[config.mk]
export PLATFORM = sky130hd
export DESIGN_NAME = ps2_host_tx
export DESIGN_NICKNAME = d
export VERILOG_FILES = /design/src/rtl/ps2_host_tx.sv
export SDC_FILE = /design/constraint.sdc
export NUM_CORES = 1
export LEC_CHECK = 0
export BUFFER_PORTS_ARGS = -buffer_cell sky130_fd_sc_hd__buf_2
export CAP_MARGIN = 10
export CORE_MARGIN = 3
export CORE_UTILIZATION = 50
export CTS_BUF_LIST = sky130_fd_sc_hd__clkbuf_8 sky130_fd_sc_hd__clkbuf_16
export CTS_CLUSTER_SIZE = 40
export DETAILED_ROUTE_END_ITERATION = 10
export GPL_ROUTABILITY_DRIVEN = 0
export GPL_TIMING_DRIVEN = 0
export HOLD_SLACK_MARGIN = 0.05
export PLACE_DENSITY = 0.68
export RECOVER_POWER = 25
export SYNTH_ARGS = -nofsm -noshare
export SYNTH_HDL_FRONTEND = slang
export SYNTH_SLANG_ARGS = --single-unit
export TNS_END_PERCENT = 10
[constraint.sdc]
create_clock -name clk -period 2 [get_ports clk]
set_input_delay 0.3 -clock clk [delete_from_list [all_inputs] [get_ports clk]]
set_output_delay 0.3 -clock clk [all_outputs]
set_load 0.02 [all_outputs]
[src/rtl/ps2_host_tx.sv]
// PS/2 host-to-device transmitter: request-to-send, bit shifting on device
// clock falling edges, ACK check and watchdog.
// Optional build macro PS2_TX_RETRY_EN: one automatic resend of the latched
// byte on NACK or watchdog expiry before tx_error is reported.
// INHIBIT_CYCLES must be at least 2.
`timescale 1ns/1ps

module ps2_host_tx #(
  parameter int unsigned INHIBIT_CYCLES = 5000,
  parameter int unsigned TIMEOUT_CYCLES = 750000
) (
  input  logic       clk,
  input  logic       rst,
  input  logic [7:0] tx_data,
  input  logic       tx_strb,
  input  logic       ps2_clk_in,
  input  logic       ps2_data_in,
  output logic       ps2_clk_oe,
  output logic       ps2_data_oe,
  output logic       tx_busy,
  output logic       tx_done,
  output logic       tx_error
);

  localparam int unsigned WD_W    = 20;
  localparam int unsigned CNT_W   = 4;
  localparam int unsigned FRAME_W = 9;

  localparam logic [WD_W-1:0]  INH_PRE  = WD_W'(INHIBIT_CYCLES - 2);
  localparam logic [WD_W-1:0]  INH_END  = WD_W'(INHIBIT_CYCLES - 1);
  localparam logic [WD_W-1:0]  WD_END   = WD_W'(TIMEOUT_CYCLES - 1);
  localparam logic [CNT_W-1:0] LAST_BIT = CNT_W'(8);

  typedef enum logic [2:0] {
    IDLE      = 3'd0,
    INHIBIT   = 3'd1,
    REQ       = 3'd2,
    STOP      = 3'd3,
    ACK       = 3'd4,
    WAIT_IDLE = 3'd5
  } state_t;

  state_t               state_q, state_n;
  logic [FRAME_W-1:0]   shift_q, shift_n;
  logic [CNT_W-1:0]     cnt_q, cnt_n;
  logic [WD_W-1:0]      wd_q, wd_n;
  logic                 clk_oe_q, clk_oe_n;
  logic                 data_oe_q, data_oe_n;
  logic                 busy_q, busy_n;
  logic                 done_q, done_n;
  logic                 error_q, error_n;
  logic                 fail;
`ifdef PS2_TX_RETRY_EN
  logic [FRAME_W-1:0]   frame_q, frame_n;
  logic                 retry_q, retry_n;
`endif

  logic clk_meta, clk_sync, clk_prev;
  logic data_meta, data_sync;
  logic fe;

  // Two-flop synchronizers for both bus lines plus one delay stage for edge detect
  always_ff @(posedge clk) begin
    if (rst) begin
      clk_meta  <= 1'b1;
      clk_sync  <= 1'b1;
      clk_prev  <= 1'b1;
      data_meta <= 1'b1;
      data_sync <= 1'b1;
    end else begin
      clk_meta  <= ps2_clk_in;
      clk_sync  <= clk_meta;
      clk_prev  <= clk_sync;
      data_meta <= ps2_data_in;
      data_sync <= data_meta;
    end
  end

  assign fe = clk_prev & ~clk_sync;

  // State, datapath and registered outputs
  always_ff @(posedge clk) begin
    if (rst) begin
      state_q   <= IDLE;
      shift_q   <= '0;
      cnt_q     <= '0;
      wd_q      <= '0;
      clk_oe_q  <= 1'b0;
      data_oe_q <= 1'b0;
      busy_q    <= 1'b0;
      done_q    <= 1'b0;
      error_q   <= 1'b0;
`ifdef PS2_TX_RETRY_EN
      frame_q   <= '0;
      retry_q   <= 1'b0;
`endif
    end else begin
      state_q   <= state_n;
      shift_q   <= shift_n;
      cnt_q     <= cnt_n;
      wd_q      <= wd_n;
      clk_oe_q  <= clk_oe_n;
      data_oe_q <= data_oe_n;
      busy_q    <= busy_n;
      done_q    <= done_n;
      error_q   <= error_n;
`ifdef PS2_TX_RETRY_EN
      frame_q   <= frame_n;
      retry_q   <= retry_n;
`endif
    end
  end

  // Next-state and next-output logic; wd doubles as inhibit timer and watchdog
  always_comb begin
    state_n   = state_q;
    shift_n   = shift_q;
    cnt_n     = cnt_q;
    wd_n      = (state_q == IDLE) ? '0 : wd_q + WD_W'(1);
    clk_oe_n  = clk_oe_q;
    data_oe_n = data_oe_q;
    busy_n    = busy_q;
    done_n    = 1'b0;
    error_n   = 1'b0;
    fail      = 1'b0;
`ifdef PS2_TX_RETRY_EN
    frame_n   = frame_q;
    retry_n   = retry_q;
`endif

    unique case (state_q)
      IDLE: begin
        clk_oe_n  = 1'b0;
        data_oe_n = 1'b0;
        busy_n    = 1'b0;
        if (tx_strb) begin
          state_n  = INHIBIT;
          shift_n  = {~^tx_data, tx_data};
          cnt_n    = '0;
          wd_n     = '0;
          clk_oe_n = 1'b1;
          busy_n   = 1'b1;
`ifdef PS2_TX_RETRY_EN
          frame_n  = {~^tx_data, tx_data};
          retry_n  = 1'b0;
`endif
        end
      end
      INHIBIT: begin
        clk_oe_n = 1'b1;
        if (wd_q == INH_PRE) data_oe_n = 1'b1;
        if (wd_q == INH_END) begin
          state_n   = REQ;
          clk_oe_n  = 1'b0;
          data_oe_n = 1'b1;
          wd_n      = '0;
        end
      end
      REQ: begin
        if (fe) begin
          data_oe_n = ~shift_q[0];
          shift_n   = {1'b0, shift_q[FRAME_W-1:1]};
          cnt_n     = cnt_q + CNT_W'(1);
          wd_n      = '0;
          if (cnt_q == LAST_BIT) state_n = STOP;
        end else if (wd_q == WD_END) begin
          fail = 1'b1;
        end
      end
      STOP: begin
        if (fe) begin
          data_oe_n = 1'b0;
          wd_n      = '0;
          state_n   = ACK;
        end else if (wd_q == WD_END) begin
          fail = 1'b1;
        end
      end
      ACK: begin
        if (fe) begin
          if (!data_sync) begin
            state_n = WAIT_IDLE;
            wd_n    = '0;
          end else begin
            fail = 1'b1;
          end
        end else if (wd_q == WD_END) begin
          fail = 1'b1;
        end
      end
      WAIT_IDLE: begin
        if (clk_sync && data_sync) begin
          state_n = IDLE;
          done_n  = 1'b1;
          busy_n  = 1'b0;
          wd_n    = '0;
        end else if (wd_q == WD_END) begin
          fail = 1'b1;
        end
      end
      default: state_n = IDLE;
    endcase

    // NACK or watchdog: release the bus and report, or resend once if enabled
    if (fail) begin
      state_n   = IDLE;
      wd_n      = '0;
      clk_oe_n  = 1'b0;
      data_oe_n = 1'b0;
      busy_n    = 1'b0;
      error_n   = 1'b1;
`ifdef PS2_TX_RETRY_EN
      if (!retry_q) begin
        retry_n  = 1'b1;
        state_n  = INHIBIT;
        shift_n  = frame_q;
        cnt_n    = '0;
        clk_oe_n = 1'b1;
        busy_n   = 1'b1;
        error_n  = 1'b0;
      end
`endif
    end
  end

  assign ps2_clk_oe  = clk_oe_q;
  assign ps2_data_oe = data_oe_q;
  assign tx_busy     = busy_q;
  assign tx_done     = done_q;
  assign tx_error    = error_q;

endmodule

Word-level counts from Yosys, hierarchy flattened
Index checks and enable logic that the tools add are counted.
{ "totals": {"reg_bits": 46, "inputBits": 13, "out_inout_bits": 5} }
{ "op_classes": {"addsub": 2, "n_eq_ne": 18, "muxes": 41, "bitwise": 4, "reduce_logical": 14} }
{ "ops": {"columns": ["operator", "count"], "rows": [
  ["20-bit 2-to-1 mux", 7],
  ["20-bit case mux with 5 select lines", 1],
  ["20-bit by 13-bit equality test with 1-bit output (second input constant)", 2],
  ["3-bit 2-to-1 mux", 8],
  ["20-bit by 1-bit adder with 20-bit output (second input constant)", 1],
  ["20-bit equality test (second input constant)", 1],
  ["9-bit 2-to-1 mux", 2],
  ["3-bit case mux with 6 select lines", 1],
  ["9-bit case mux with 2 select lines", 1],
  ["2-bit inequality test (second input constant)", 8],
  ["1-bit 2-to-1 mux", 14],
  ["4-bit 2-to-1 mux", 2],
  ["4-bit case mux with 2 select lines", 1],
  ["8-bit AND reduction", 1],
  ["8-bit XNOR reduction", 1],
  ["3-bit by 2-bit equality test with 1-bit output (second input constant)", 2],
  ["3-bit equality test (second input constant)", 2],
  ["2-bit nonzero test", 3],
  ["2-bit OR reduction", 3],
  ["4-bit by 1-bit adder with 4-bit output (second input constant)", 1],
  ["4-bit equality test (second input constant)", 1],
  ["1-bit case mux with 2 select lines", 2],
  ["1-bit case mux with 4 select lines", 1],
  ["4-bit AND reduction", 1],
  ["10 further kinds", 12]
]} }

Logic depth before layout (Yosys ltp)
{ "logic_depth": {"word_depth": 5, "ltp_mapped": 7, "ltp_nobuf": 6} }

Worst setup path after synthesis
OpenSTA, ideal clock, no wires.
{ "synth_path": {"path_type": "register to register", "startpoint": "register wd_q[0]", "endpoint": "register wd_q[12]", "setup_ps": 115, "arrival_ps": 1532, "required_ps": 1885, "path_slack_ps": 353, "stages_incl_launch_ff": 8, "n_path_buf": 1, "synth_period_minus_slack_ps": 1647, "cell_sequence": "dfxtp_1 ha_1 and3_1 and4_1 nand4_1 o311ai_4 buf_6 nor2_2"} }
{ "synth_via": {"elab_chain_len": 5, "word_cells_on_any_way": 17, "cone_classes": "add/sub (1); eq/ne (2); mux (13); reduce/logical (1)"} }
{ "synth_lines": {"columns": ["item", "line", "source"], "rows": [
  ["start, declared", "46", "logic [WD_W-1:0] wd_q, wd_n;"],
  ["start signal, assigned", "101", "wd_q <= wd_n;"],
  ["20-bit by 1-bit adder with 20-bit output / 20-bit equality test (equally long branches)", null, null],
  ["20-bit 2-to-1 mux / 1-bit 2-to-1 mux (equally long branches)", null, null],
  ["20-bit 2-to-1 mux, or another cell as far along", "181", "if (!data_sync) begin"],
  ["20-bit 2-to-1 mux / 1-bit case mux with 3 select lines (equally long branches)", "180, 131", null],
  ["20-bit case mux with 5 select lines / 2-bit OR reduction (equally long branches)", null, null]
]} }
Several ways; a longest one is shown, not always the timed one.
A chain may end at the register's enable or synchronous reset.

Worst setup path in the final report
{ "layout_path": {"startpoint": "register wd_q[0]", "endpoint": "register wd_q[14]"} }
Same word-level chain as after synthesis.

==> reports/qor.csv <==
metric;value;unit
Hold/Removal Path Class;in -> reg;
WL/cell;13.3;um
Setup WS post-layout;0.135;ns
Met3 Wirelength;192;um
H-tree depth;2;
number of flops mapped to enable cells by yosys;0;
Worst-path clk slew;0.08;ns
area grow syn2layout;9.45;%
top_reg_cell synth;dfxtp_1;
Int Pwr;1.64;mW
leakage;0.882;nW
clock tree root driver cell;clkbuf_8;
Mapped Nets;265;
post-synthesis xor/xnor area fraction;10.7;%
Reg power frac;44.4;%
Avg Cell Area, Syn;9.24;um2
total wire length;4260;um
Rel. slew slack;60.6;%
clock buffer depth;2;
Sink Count;46;
hold_buf cts;0;
core footprint;4200;um2
total global routing overflow;0;
# DRC;0;
Tmin final;1.87;ns
CTS buffer count;5;
initial DRC count;87;
RSZ-0062 raised after global routing;no;
DR vias/cell;5.45;
metal2 WL;1780;um
Sw Share;35.6;%
Worst Setup SP;wd_q[0]$_SDFF_PP0_;
Post-DRT Antenna Nets;0;
post-route cell area;2510;um2
final hold violations;0;
post-synthesis register bit count;46;
Setup WS pre-CTS;0.136;ns
die area;5430;um2
DRT Pass-1 Iters;4;
Yosys warnings;0;
Top Ports;18;
post-synth top area share;40.2;%
worst vdd ir;0.515;mV
Compound-Gate Fraction of Synth Area;10.5;%
number of nets in the layout;288;
largest family of logic cells by synthesized area;simple AND/OR/NAND/NOR gates;
CP startpoint kind;flop;
share of cells above drive strength 1;21.8;%
CTS tree;built;
dpl hpwl;3050;um
worst hold margin;0.180;ns
Crit Path Class;reg -> reg;
Reg2Reg Depth;7;
die span in y;73.7;um
placed cell areas;2430;um2
Clock Skew;0.00318;ns
area of the multi-input gates;1280;um2
row count;23;
Via Count;1750;
status;complete, no violations;
Seq/Total Area, Yosys;40.2;%
Die Span X;73.7;um
Synth cell types;45;
initial core utilization;54.5;%
antenna violations before repair;0;
Worst setup EP type;flop;
Synth Area in Adders;2.18;%
simple-gate area share of the yosys netlist;29.1;%
Post-synth ARST share;0;%
worst endpoint required time;2.20;ns
fin crit share;93.3;%
crit path DAT;2.06;ns
Worst R2R Start;wd_q[0]$_SDFF_PP0_;
R2R Path End;wd_q[14]$_SDFF_PP0_;
Pins Over Slew Limit;0;
top cells by count, synth;dfxtp_1 (46), nor2_1 (22), nor2_2 (20);
worst-margin pin slew;0.589;ns
Max Fclk;0.536;GHz
flop2flop setup slack;0.13;ns
clock power share;21.1;%
crit path capture;wd_q[14]$_SDFF_PP0_;
All-Layer GR Usage;17.3;%
synthesized area;2290;um2
final setup fails;0;
most common cell in the netlist;dfxtp_1;
final-layout fill cell count;369;
# diodes;0;
Clock Latency Late Sink;0.30;ns
Max-cap violations;0;
Synth area leader;dfxtp_1;
total power per unit cell area;1020;nW/um2
main area contributors after synthesis;dfxtp_1 (40%), xnor2_1 (7.3%), nor2_2 (5.5%);
final setup TNS;0;ns
first-pass GRT wire length;7200;um
Port Buffer Count;16;
largest net degree at the start of global routing;14;
Post-CTS Setup Bufs;0;
Post-Syn Instances;248;
vias in the first global route;1558;
FF/Latch Area;921;um2
crit path max fanout;10;
met1 wire length;2200;um
post-synthesis mux area share;3.50;%
total power;2.55;mW
switching power;0.907;mW
Comb pwr share;34.5;%
uppermost layer routed;met4;
kinds of logic after synthesis:
kind of cell / count (synthesis)
and+or+nand+nor: 112
DFF: 46
AOI/OAI and AO/OA: 34
xor gates and xnor gates: 28
buffers and inverters: 16
muxes: 8
adders and majority gates: 4
registers in the layout (all words and copies together) (netlist names):
register and count:
wd_q 20, shift_q 9, cnt_q 4, state_q 3, clk_meta 1, clk_prev 1
clk_sync 1, data_meta 1, data_sync 1, ps2_clk_oe 1, ps2_data_oe 1, tx_busy 1
tx_done 1, tx_error 1
layout make-up:
cell class / instances / share of cell area (%)
inverters: 5 / 0.749
multi-input cells: 186 / 51.2
flip-flops and latches: 46 / 36.7
repair buffers: 16 / 2.94
clock inverters: 2 / 0.399
plain buffers: 11 / 2.74
clock buffers: 5 / 2.74
well taps: 50 / 2.50
how the worst min path moves through the flow:
| stage | start | endpoint | cells past startpoint |
|---|---|---|---|
| 3_3_place_gp | clk_meta$_SDFF_PP1_ | clk_sync$_SDFF_PP1_ | 1 |
| 3_5_place_dp | data_meta$_SDFF_PP1_ | data_sync$_SDFF_PP1_ | 1 |
| 5_1_grt | ps2_clk_in | clk_meta$_SDFF_PP1_ | 2 |
| 2_1_floorplan | clk_meta$_SDFF_PP1_ | clk_sync$_SDFF_PP1_ | 1 |
| 4_1_cts | ps2_data_in | data_meta$_SDFF_PP1_ | 2 |
| 6_report | ps2_data_in | data_meta$_SDFF_PP1_ | 2 |
placed cells by master (no fill, tap or decap), types with 9 or more instances in the layout:
cell type  Yosys  routed
nor2_2        20      20
nor2_1        22      22
xor2_1         9       9
a21oi_1       10      10
clkbuf_1       5      10
dfxtp_1       46      46
xnor2_1       19      19
buf_2          1      12
nand2_1       11      11
a211oi_1       9       9
per-layer routing:
layer / vias to the layer above / GRT usage, %
met5: - / 0
met4: 0 / 8.05
met3: 8 / 5.47
met2: 38 / 24.5
met1: 796 / 23.8
li1: 908 / -
power by group through the flow:
stage | clock, mW | combinational [mW] | sequential (mW)
CTS | 0.552 | 0.893 | 1.13
finish | 0.538 | 0.879 | 1.13
global placement | 0 | 0.877 | 1.15
detailed placement | 0 | 0.890 | 1.15
global route | 0.596 | 0.970 | 1.14
floorplan | 0 | 0.687 | 1.16
per-stage QoR:
stage	utilization, %	std cells
after global routing	59.7	321
after floorplan	-	248
after CTS	59.8	321
final	59.7	321
after detailed placement	57.9	314
after global placement	57.9	314
worst max-delay path: stages (launching register included):
cell,delay [ns]
dfxtp_1,0.39
ha_1,0.25
and3_2,0.27
and4_1,0.21
nand4_1,0.20
o311ai_4,0.17
buf_6,0.22
nor2_2,0.05
timing repair:
action / CTS / global route
hold endpoints to repair: 0 / 0
setup endpoints to repair: 0 / 19
gates resized for setup: 0 / 2
Power figures use the tool's default switching activity.
